--- src/rtl/toggle_activity_counter.sv ---
// Per-net transition counter for switching-activity collection.
// Counts rising and falling edges per channel, with a req/ack read port and sticky overflow.
module toggle_activity_counter #(
    parameter int unsigned N_CH   = 4,
    parameter int unsigned CNT_W  = 16,
    parameter int unsigned ADDR_W = 4
) (
    input  logic              C,
    input  logic              R,
    input  logic [N_CH-1:0]   sig_in,
    input  logic              enable,
    input  logic              rd_req,
    input  logic [ADDR_W-1:0] rd_addr,
    input  logic              rd_clr,
    output logic              rd_ack,
    output logic [CNT_W-1:0]  rd_data,
    output logic              rd_ovf,
    output logic              rd_err,
    output logic              any_ovf
);

    typedef enum logic {StIdle, StAck} rd_state_e;

    localparam logic [CNT_W-1:0] CntMax = {CNT_W{1'b1}};
    localparam logic [CNT_W-1:0] CntOne = CNT_W'(1);

    logic [N_CH-1:0]  s1_q, s2_q, prev_q;
    logic [CNT_W-1:0] cnt_q [N_CH];
    logic [CNT_W-1:0] cnt_d [N_CH];
    logic [N_CH-1:0]  ovf_q, ovf_d;
    logic [1:0]       warm_q;
    rd_state_e        state_q, state_d;
    logic [CNT_W-1:0] rd_data_q;
    logic             rd_ovf_q, rd_err_q, any_ovf_q;

    logic             accept;
    logic             addr_ok;
    logic             count_en;
    logic [N_CH-1:0]  toggle;
    logic [CNT_W-1:0] sel_cnt;
    logic             sel_ovf;

    assign toggle   = s2_q ^ prev_q;
    assign count_en = enable && (warm_q == 2'd3);
    assign addr_ok  = 32'(rd_addr) < N_CH;

    // Read FSM: ACK always returns to IDLE, so a request seen in ACK is dropped.
    always_comb begin
        state_d = state_q;
        accept  = 1'b0;
        case (state_q)
            StIdle: begin
                if (rd_req) begin
                    state_d = StAck;
                    accept  = 1'b1;
                end
            end
            StAck: state_d = StIdle;
        endcase
    end

    always_comb begin
        sel_cnt = '0;
        sel_ovf = 1'b0;
        for (int unsigned i = 0; i < N_CH; i++) begin
            if (32'(rd_addr) == i) begin
                sel_cnt = cnt_q[i];
                sel_ovf = ovf_q[i];
            end
        end
    end

    // A clear that coincides with a counted transition leaves 1 so the edge is not lost.
    always_comb begin
        ovf_d = ovf_q;
        for (int unsigned i = 0; i < N_CH; i++) begin
            cnt_d[i] = cnt_q[i];
            if (accept && addr_ok && rd_clr && (32'(rd_addr) == i)) begin
                cnt_d[i] = (toggle[i] && count_en) ? CntOne : '0;
                ovf_d[i] = 1'b0;
            end else if (toggle[i] && count_en) begin
                if (cnt_q[i] == CntMax) begin
                    ovf_d[i] = 1'b1;
                end else begin
                    cnt_d[i] = cnt_q[i] + CntOne;
                end
            end
        end
    end

    always_ff @(posedge C) begin
        if (R) begin
            s1_q      <= '0;
            s2_q      <= '0;
            prev_q    <= '0;
            cnt_q     <= '{default: '0};
            ovf_q     <= '0;
            any_ovf_q <= 1'b0;
            warm_q    <= 2'd0;
            state_q   <= StIdle;
            rd_data_q <= '0;
            rd_ovf_q  <= 1'b0;
            rd_err_q  <= 1'b0;
        end else begin
            s1_q      <= sig_in;
            s2_q      <= s1_q;
            prev_q    <= s2_q;
            cnt_q     <= cnt_d;
            ovf_q     <= ovf_d;
            any_ovf_q <= |ovf_d;
            if (warm_q != 2'd3) begin
                warm_q <= warm_q + 2'd1;
            end
            state_q <= state_d;
            if (accept) begin
                rd_data_q <= addr_ok ? sel_cnt : '0;
                rd_ovf_q  <= addr_ok ? sel_ovf : 1'b0;
                rd_err_q  <= ~addr_ok;
            end
        end
    end

    assign rd_ack  = (state_q == StAck);
    assign rd_data = rd_data_q;
    assign rd_ovf  = rd_ovf_q;
    assign rd_err  = rd_err_q;
    assign any_ovf = any_ovf_q;

endmodule

--- config.mk ---
export PLATFORM = sky130hd
export DESIGN_NAME = toggle_activity_counter
export DESIGN_NICKNAME = d
export VERILOG_FILES = /design/src/rtl/toggle_activity_counter.sv
export SDC_FILE = /design/constraint.sdc
export NUM_CORES = 1
export LEC_CHECK = 0
export CELL_PAD_IN_SITES_DETAIL_PLACEMENT = 0
export CELL_PAD_IN_SITES_GLOBAL_PLACEMENT = 1
export CORE_MARGIN = 3
export CORE_UTILIZATION = 49
export CTS_CLUSTER_DIAMETER = 120
export CTS_CLUSTER_SIZE = 30
export DETAILED_ROUTE_END_ITERATION = 6
export PLACE_DENSITY = 0.91
export SLEW_MARGIN = 10
export SYNTH_ARGS = -nofsm -noshare
export SYNTH_HDL_FRONTEND = slang
export SYNTH_SLANG_ARGS = --single-unit
--- constraint.sdc ---
create_clock -name C -period 3.2 [get_ports C]
set_clock_uncertainty 0.1 [all_clocks]
set_input_delay 0.64 -clock C [delete_from_list [all_inputs] [get_ports C]]
set_output_delay 0.64 -clock C [all_outputs]
set_load 0.02 [all_outputs]
==> results_tabular.tex, run 1 <==
\begin{tabular}{lr}
\hline
Metric & Value \\
\hline
\multicolumn{2}{l}{\textbf{Run status}} \\
Outcome & finished, final reports clean \\
\multicolumn{2}{l}{\textbf{Synth}} \\
Share of synthesized cell area in and, or, nand and nor gates & 25.52\% \\
Number of enable flip-flop cells after synthesis & 0 \\
Top post-synthesis cells by area & dfxtp\_1 40\%, nor2\_1 6.9\%, xnor2\_1 6.4\% \\
Cell type contributing the most total cell area after synthesis & dfxtp\_1 \\
Avg Inst Size Synth & 8.586 um2 \\
Post-synthesis mux area share & 7.655\% \\
Sequential-to-total area share from yosys stat & 40.04\% \\
Adder and majority gate portion of the synthesized area & 1.227\% \\
Ys async rst share & 0\% \\
Main combinational cell family by area after synthesis & simple AND/OR/NAND/NOR gates \\
Synth warnings & 0 \\
Distinct cell type count after synthesis & 51 \\
Number of nets in the synthesized netlist & 612 \\
Cell area after synthesis & 5100 um2 \\
Post-synthesis sequential element count & 102 \\
Fraction of the mapped netlist area in compound gates & 12.54\% \\
Flip-flop cell with the highest count after synthesis & dfxtp\_1 \\
Portion of synthesized cell area occupied by the leading cell type & 40.04\% \\
Number of standard cells after synthesis & 594 \\
Xor/xnor share of the synthesized area & 9.789\% \\
\multicolumn{2}{l}{\textbf{Floorplanning}} \\
Number of placement rows & 36 \\
I/O pin count & 33 \\
Area of the die & 11670 um2 \\
Initial cell density of the core & 51.23\% \\
Chip Width & 108.0 um \\
Placeable core region & 9955 um2 \\
Height of the die & 108.0 um \\
\multicolumn{2}{l}{\textbf{Clocking}} \\
TritonCTS clock tree & built \\
Latest clock arrival within the worst-skew pair & 0.37 ns \\
Clock buffers created by TritonCTS & 9 \\
H-tree depth & 3 \\
Register clock-pin slew on the reported worst setup and hold paths & 0.09 ns \\
Clock root buffer & clkbuf\_8 \\
Number of clock sinks seen by CTS & 102 \\
Number of hold buffers added after cts & 0 \\
Clock buffer depth & 2 \\
Number of gates given a new drive strength after cts & 0 \\
Setup Fix Bufs, Post-CTS & 0 \\
\multicolumn{2}{l}{\textbf{Global route}} \\
Global Route Usage Sum & 22.61\% \\
Maximum number of pins on one net before global-route repair & 39 \\
Antenna violations before repair & 0 \\
Global-route congestion overflow total & 0 \\
First-pass GRT wire length & 20790 um \\
Via count of the first global-routing pass & 4096 \\
\multicolumn{2}{l}{\textbf{Routing}} \\
Starting DRC count in detailed routing & 238 \\
Routed wire length & 12510 um \\
Number of vias after detailed routing & 4365 \\
First-pass DRT Iterations & 5 \\
Average wire per standard cell & 16.59 um \\
Residual DRC & 0 \\
Number of nets still failing antenna checks after routing & 0 \\
Via density per instance & 5.789 \\
\multicolumn{2}{l}{\textbf{Job}} \\
Reported max-cap violation count & 0 \\
\multicolumn{2}{l}{\textbf{Worst setup path}} \\
Biggest fanout along the worst timing path & 16 \\
Critical Path Source Type & input port \\
Longest individual stage delay on the worst path & 0.56 ns \\
Nature of the critical path endpoint & flop \\
Worst path cell trace & clkdlybuf4s50\_1, or4b\_4, nor2\_1, nand2\_1, nand2\_1, nor2\_1 \\
Arrival time at the worst endpoint & 2.66 ns \\
Worst setup path category & in -> reg \\
Cell with the biggest individual delay on the critical path & or4b\_4 \\
Cell class contributing the biggest share of worst-path delay & simple AND/OR/NAND/NOR gates \\
Number of buffer and inverter stages on the critical path & 1 \\
Required time of the critical path & 3.34 ns \\
\multicolumn{2}{l}{\textbf{Finish}} \\
Growth of design area from synthesis to finish & 11.56\% \\
Layout Nets & 635 \\
Ant. Diodes & 0 \\
Share of final-layout standard cells stronger than drive strength 1 & 9.501\% \\
Highest-count cells in the layout ignoring fill and taps & 102 x dfxtp\_1, 94 x nor2\_1, 44 x a21oi\_1 \\
Most common cell after layout, fill and taps aside & dfxtp\_1 \\
\multicolumn{2}{l}{\textbf{STA}} \\
Setup repair after global routing missed its margin & false \\
Relative slew slack & 40.17\% \\
Final Setup Violations & 0 \\
Pins over their slew limit & 0 \\
Final setup slack of the worst path & 0.6822 ns \\
Slew of the pin with the lowest slew margin & 0.8975 ns \\
Part of the cycle the worst path needs & 78.68\% \\
Upper clock frequency limit & 397.2 MHz \\
Hold Violations, Final & 0 \\
Post-route minimum period & 2.518 ns \\
Total negative slack for setup checks & 0 ns \\
\multicolumn{2}{l}{\textbf{Place}} \\
Final weighted congestion of routability-driven global placement & 0.8949 \\
HPWL Detailed & 9069 um \\
Quantity of I/O buffers inserted on ports & 32 \\
Post-Place Setup Slack & 0.3406 ns \\
\multicolumn{2}{l}{\textbf{Power}} \\
Static leakage & 1.931 nW \\
Largest vdd supply drop & 0.1934 mV \\
Pwr Density & 383.7 nW/um2 \\
\multicolumn{2}{l}{\textbf{Worst hold path}} \\
Hold/Removal Path Class & reg -> reg \\
\hline
\end{tabular}
-- registers in the layout (all words and copies together) (netlist names) --
signal and cells:
cnt_q 64, rd_data 16, ovf_q 4, prev_q 4
s1_q 4, s2_q 4, warm_q 2, any_ovf 1
rd_ack 1, rd_err 1, rd_ovf 1
-- report_power, final --
group          switching [mW]  internal [mW]
Combinational          0.0976         0.0619
Clock                   0.427          0.298
Sequential             0.0110           1.29
Total                   0.536           1.65
-- synthesized netlist by cell type (2+ instances only) --
library cell / number
nor4_1: 16
a2111oi_2: 3
a31oi_1: 4
nor2_2: 2
or3_1: 2
nand2_1: 25
buf_2: 12
a22oi_1: 4
o2111ai_1: 3
nor3_2: 2
ha_1: 5
and2_1: 4
o211ai_1: 8
clkbuf_1: 15
and3_1: 8
mux2i_1: 21
mux2_2: 16
nor2b_1: 14
and4_1: 6
o21ai_0: 21
nand2b_1: 4
dfxtp_1: 102
xor2_1: 20
inv_1: 9
a21oi_1: 44
xnor2_1: 37
nor4b_1: 2
nand4_1: 21
a211oi_1: 9
or2_2: 3
nor2_1: 94
nand3_1: 27
nor3_1: 11
nand3b_1: 3
-- area by class of cell --
class | instances | area (um2)
Inverter | 9 | 33.78
Clock buffer | 11 | 141.4
Multi-Input combinational cell | 454 | 2899
Fill cell | 912 | 4265
Clock inverter | 4 | 23.77
Tap cell | 133 | 166.4
Timing Repair Buffer | 41 | 382.9
Sequential cell | 102 | 2042
-- cells by family (layout without fill, tap and decap cells) --
family / count (synthesis) / count (layout)
mux: 37 / 37
xor+xnor: 57 / 57
compound gates: 103 / 103
buf+inv: 38 / 65
flops: 102 / 102
fa+ha+maj: 5 / 5
simple gates: 252 / 252
-- worst reg2reg max path: cells and delay by family, from the launching register on --
kind / cells / cell delay [ns]
DFF: 1 / 0.35
and+or+nand+nor: 3 / 0.74
muxes: 1 / 0.29
adders and majority gates: 1 / 0.33
AOI/OAI and AO/OA: 1 / 0.41
-- routing by layer --
| layer | track usage, % | vias up | wire (um) |
|---|---|---|---|
| li1 | - | 2147 | - |
| met1 | 33.41 | 2076 | 6081 |
| met2 | 33.26 | 118 | 5448 |
| met3 | 3.045 | 24 | 703 |
| met4 | 8.927 | 0 | 273 |
| met5 | 0 | - | 0 |
-- metrics by stage --
step           hold WS, ns  cells  utilization [%]  power, mW  cell area (um2)
2_1_floorplan       0.3138    594                -      1.427             5100
3_3_place_gp        0.3214    739            55.49      1.482             5524
3_5_place_dp        0.3305    739            55.49      1.488             5524
4_1_cts             0.3523    754            57.15      2.197             5689
5_1_grt             0.3604    754            57.15      2.256             5689
6_report            0.3458    754            57.15      2.183             5689
-- worst paths after layout --
kind / depth (start not counted) / slack (ns) / endpoint / from
max: 6 / 0.68 / cnt_q[11] / rd_addr[3]
max reg2reg: 6 / 0.86 / cnt_q[31] / warm_q[0]
min reg2reg: 1 / 0.35 / s2_q[1] / s1_q[1]
min: 1 / 0.35 / s2_q[1] / s1_q[1]
Power figures use the tool's default switching activity.
==> run 2: changes to the inputs <==
Settings changed: CORE_UTILIZATION 49 to 41, PLACE_DENSITY 0.91 to 0.82.
Clock period 3.2 ns to 2 ns, I/O delays scaled along.
==> run 2 against run 1 <==
  * Setup slack worse by 0.63 ns
  * Worst hold slack worse by 0.010 ns
  * Sequential power is 60% higher
  * Die area is 18% higher
  * Critical endpoint is now cnt_q[62]
  * Largest power group unchanged
==> results_tabular.tex, run 2 (synthesis results as in run 1) <==
\begin{tabular}{lr}
\hline
Metric & Value \\
\hline
\multicolumn{2}{l}{\textbf{Floorplanning}} \\
Area of the die & 13810 um2 (+18\%) \\
Placeable core region & 12060 um2 (+21\%) \\
Height of the die & 117.5 um (+8.8\%) \\
I/O pin count & 33 (unchanged) \\
Number of placement rows & 40 (+11\%) \\
Chip Width & 117.5 um (+8.8\%) \\
Initial cell density of the core & 42.28\% (-8.9 points) \\
\multicolumn{2}{l}{\textbf{STA}} \\
Pins over their slew limit & 0 (unchanged) \\
Relative slew slack & 67.34\% (+27 points) \\
Worst Hold Slack & 0.3358 ns (-0.009982 ns) \\
Upper clock frequency limit & 514.7 MHz \\
Setup repair after global routing missed its margin & true \\
Post-route minimum period & 1.943 ns \\
Part of the cycle the worst path needs & 97.14\% \\
Slew of the pin with the lowest slew margin & 0.4864 ns (-0.4111 ns) \\
Final setup slack of the worst path & 0.05720 ns (-0.6250 ns) \\
Hold Violations, Final & 0 (unchanged) \\
Final Setup Violations & 0 (unchanged) \\
\multicolumn{2}{l}{\textbf{Finish}} \\
Most common cell after layout, fill and taps aside & dfxtp\_1 \\
Ant. Diodes & 0 (unchanged) \\
Share of final-layout standard cells stronger than drive strength 1 & 19.59\% (+10 points) \\
Max FFs per register & 64 (unchanged) \\
Layout Nets & 697 (+9.8\%) \\
Growth of design area from synthesis to finish & 26.69\% \\
Highest-count cells in the layout ignoring fill and taps & 101 x dfxtp\_1, 93 x nor2\_1, 68 x buf\_4 \\
Biggest register & cnt\_q \\
\multicolumn{2}{l}{\textbf{Clocking}} \\
Number of clock sinks seen by CTS & 102 (unchanged) \\
Number of hold buffers added after cts & 0 (unchanged) \\
Latest clock arrival within the worst-skew pair & 0.35 ns (-0.02 ns) \\
TritonCTS clock tree & built \\
Clock buffer depth & 2 (unchanged) \\
H-tree depth & 3 (unchanged) \\
Register clock-pin slew on the reported worst setup and hold paths & 0.07 ns (-0.02 ns) \\
Clock root buffer & clkbuf\_16 \\
Clock buffers created by TritonCTS & 9 (unchanged) \\
\multicolumn{2}{l}{\textbf{Routing}} \\
Routed wire length & 13790 um (+10\%) \\
Residual DRC & 0 (unchanged) \\
Via density per instance & 5.460 (-5.7\%) \\
Average wire per standard cell & 16.19 um (-2.4\%) \\
First-pass DRT Iterations & 5 (unchanged) \\
Number of vias after detailed routing & 4652 (+6.6\%) \\
Number of nets still failing antenna checks after routing & 0 (unchanged) \\
Starting DRC count in detailed routing & 327 (+37\%) \\
\multicolumn{2}{l}{\textbf{Place}} \\
Post-Place Setup Slack & -0.4002 ns (-0.7407 ns) \\
Quantity of I/O buffers inserted on ports & 32 (unchanged) \\
Final weighted congestion of routability-driven global placement & 0.8949 (unchanged) \\
HPWL Detailed & 10340 um (+14\%) \\
\multicolumn{2}{l}{\textbf{Global route}} \\
Grt met1 use & 28.49\% (-4.9 points) \\
Maximum number of pins on one net before global-route repair & 27 (-31\%) \\
Via count of the first global-routing pass & 4442 (+8.4\%) \\
First-pass GRT wire length & 22850 um (+9.9\%) \\
Most Crowded Layer GR & met2 \\
Global Route Usage Sum & 20.48\% (-2.1 points) \\
Antenna violations before repair & 0 (unchanged) \\
Met3 Usage GRT & 4.805\% (+1.8 points) \\
Grt met2 use & 31.29\% (-2.0 points) \\
Global-route congestion overflow total & 0 (unchanged) \\
\multicolumn{2}{l}{\textbf{Worst setup path}} \\
Number of buffer and inverter stages on the critical path & 1 (unchanged) \\
Cell class contributing the biggest share of worst-path delay & simple AND/OR/NAND/NOR gates \\
Required time of the critical path & 2.15 ns (-1.19 ns) \\
Nature of the critical path endpoint & flop \\
Longest individual stage delay on the worst path & 0.43 ns (-0.13 ns) \\
Worst path cell trace & ha\_2, buf\_4, nand2\_2, or3\_1, nor4\_1, xnor2\_1, nor2\_2 \\
Cell with the biggest individual delay on the critical path & or3\_1 \\
Critical Path Source Type & flop \\
Worst setup path category & reg -> reg \\
Arrival time at the worst endpoint & 2.09 ns (-0.57 ns) \\
Biggest fanout along the worst timing path & 5 (-11) \\
\multicolumn{2}{l}{\textbf{Power}} \\
Largest vdd supply drop & 0.6843 mV (+250\%) \\
Total power of the final layout & 4.270 mW (+96\%) \\
Pwr Density & 660.9 nW/um2 (+72\%) \\
Static leakage & 2.346 nW (+22\%) \\
\multicolumn{2}{l}{\textbf{Run status}} \\
Outcome & finished, final reports clean \\
\multicolumn{2}{l}{\textbf{Worst hold path}} \\
Hold/Removal Path Class & reg -> reg \\
\multicolumn{2}{l}{\textbf{Job}} \\
Reported max-cap violation count & 0 (unchanged) \\
\hline
\end{tabular}
-- run 2: routing by layer --
metal  share of wire, %  routed length [um]
met3                5.5                 764
met2                 44                6136
met5                  0                   0
met1                 48                6558
met4                2.4                 331
-- run 2: area by class of cell --
type / count / area, um2
fillers: 1124 / 5600
multi-input cells: 454 / 2965
flip-flops and latches: 102 / 2043
repair buffers: 103 / 893.4
clock buffers: 10 / 229.0
well taps: 168 / 210.2
clock inverters: 6 / 86.33
inverters: 9 / 33.78
-- run 2: path summary, 6_finish.rpt --
check / from / end / slack, ns / depth (start not counted)
setup / recovery: warm_q[0] / cnt_q[62] / 0.06 / 7
hold reg to reg: s1_q[3] / s2_q[3] / 0.34 / 1
setup reg to reg: warm_q[0] / cnt_q[62] / 0.06 / 7
hold / removal: s1_q[3] / s2_q[3] / 0.34 / 1
-- run 2: repair_timing --
item / CTS / global route
pin swaps: 1 / 3
resized for setup: 1 / 17
buffers inserted: 0 / 0
cloned: 0 / 0
endpoints found under the hold margin: 0 / 0
endpoints found under the setup margin: 1 / 31
-- run 2: per-stage QoR --
stage          util, %  std cells  TNS [ns]  area [um2]
2_1_floorplan        -        594         0        5100
5_1_grt          53.57        852   -0.1303        6461
4_1_cts          53.05        852         0        6399
3_5_place_dp     50.33        836    -19.45        6071
3_3_place_gp     50.33        836    -16.47        6071
6_report         53.57        852         0        6461
-- run 2: power breakdown --
part	leakage (nW)	switching, mW	internal (mW)
Clock	0.152	0.778	1.09
Sequential	0.826	0.0162	2.06
Combinational	1.37	0.173	0.147
-- run 2: worst register-to-register path, cell delays in order, from the launching register on --
cell	delay (ns)
dfxtp_1	0.34
ha_2	0.20
buf_4	0.16
nand2_2	0.06
or3_1	0.43
nor4_1	0.33
xnor2_1	0.19
nor2_2	0.05
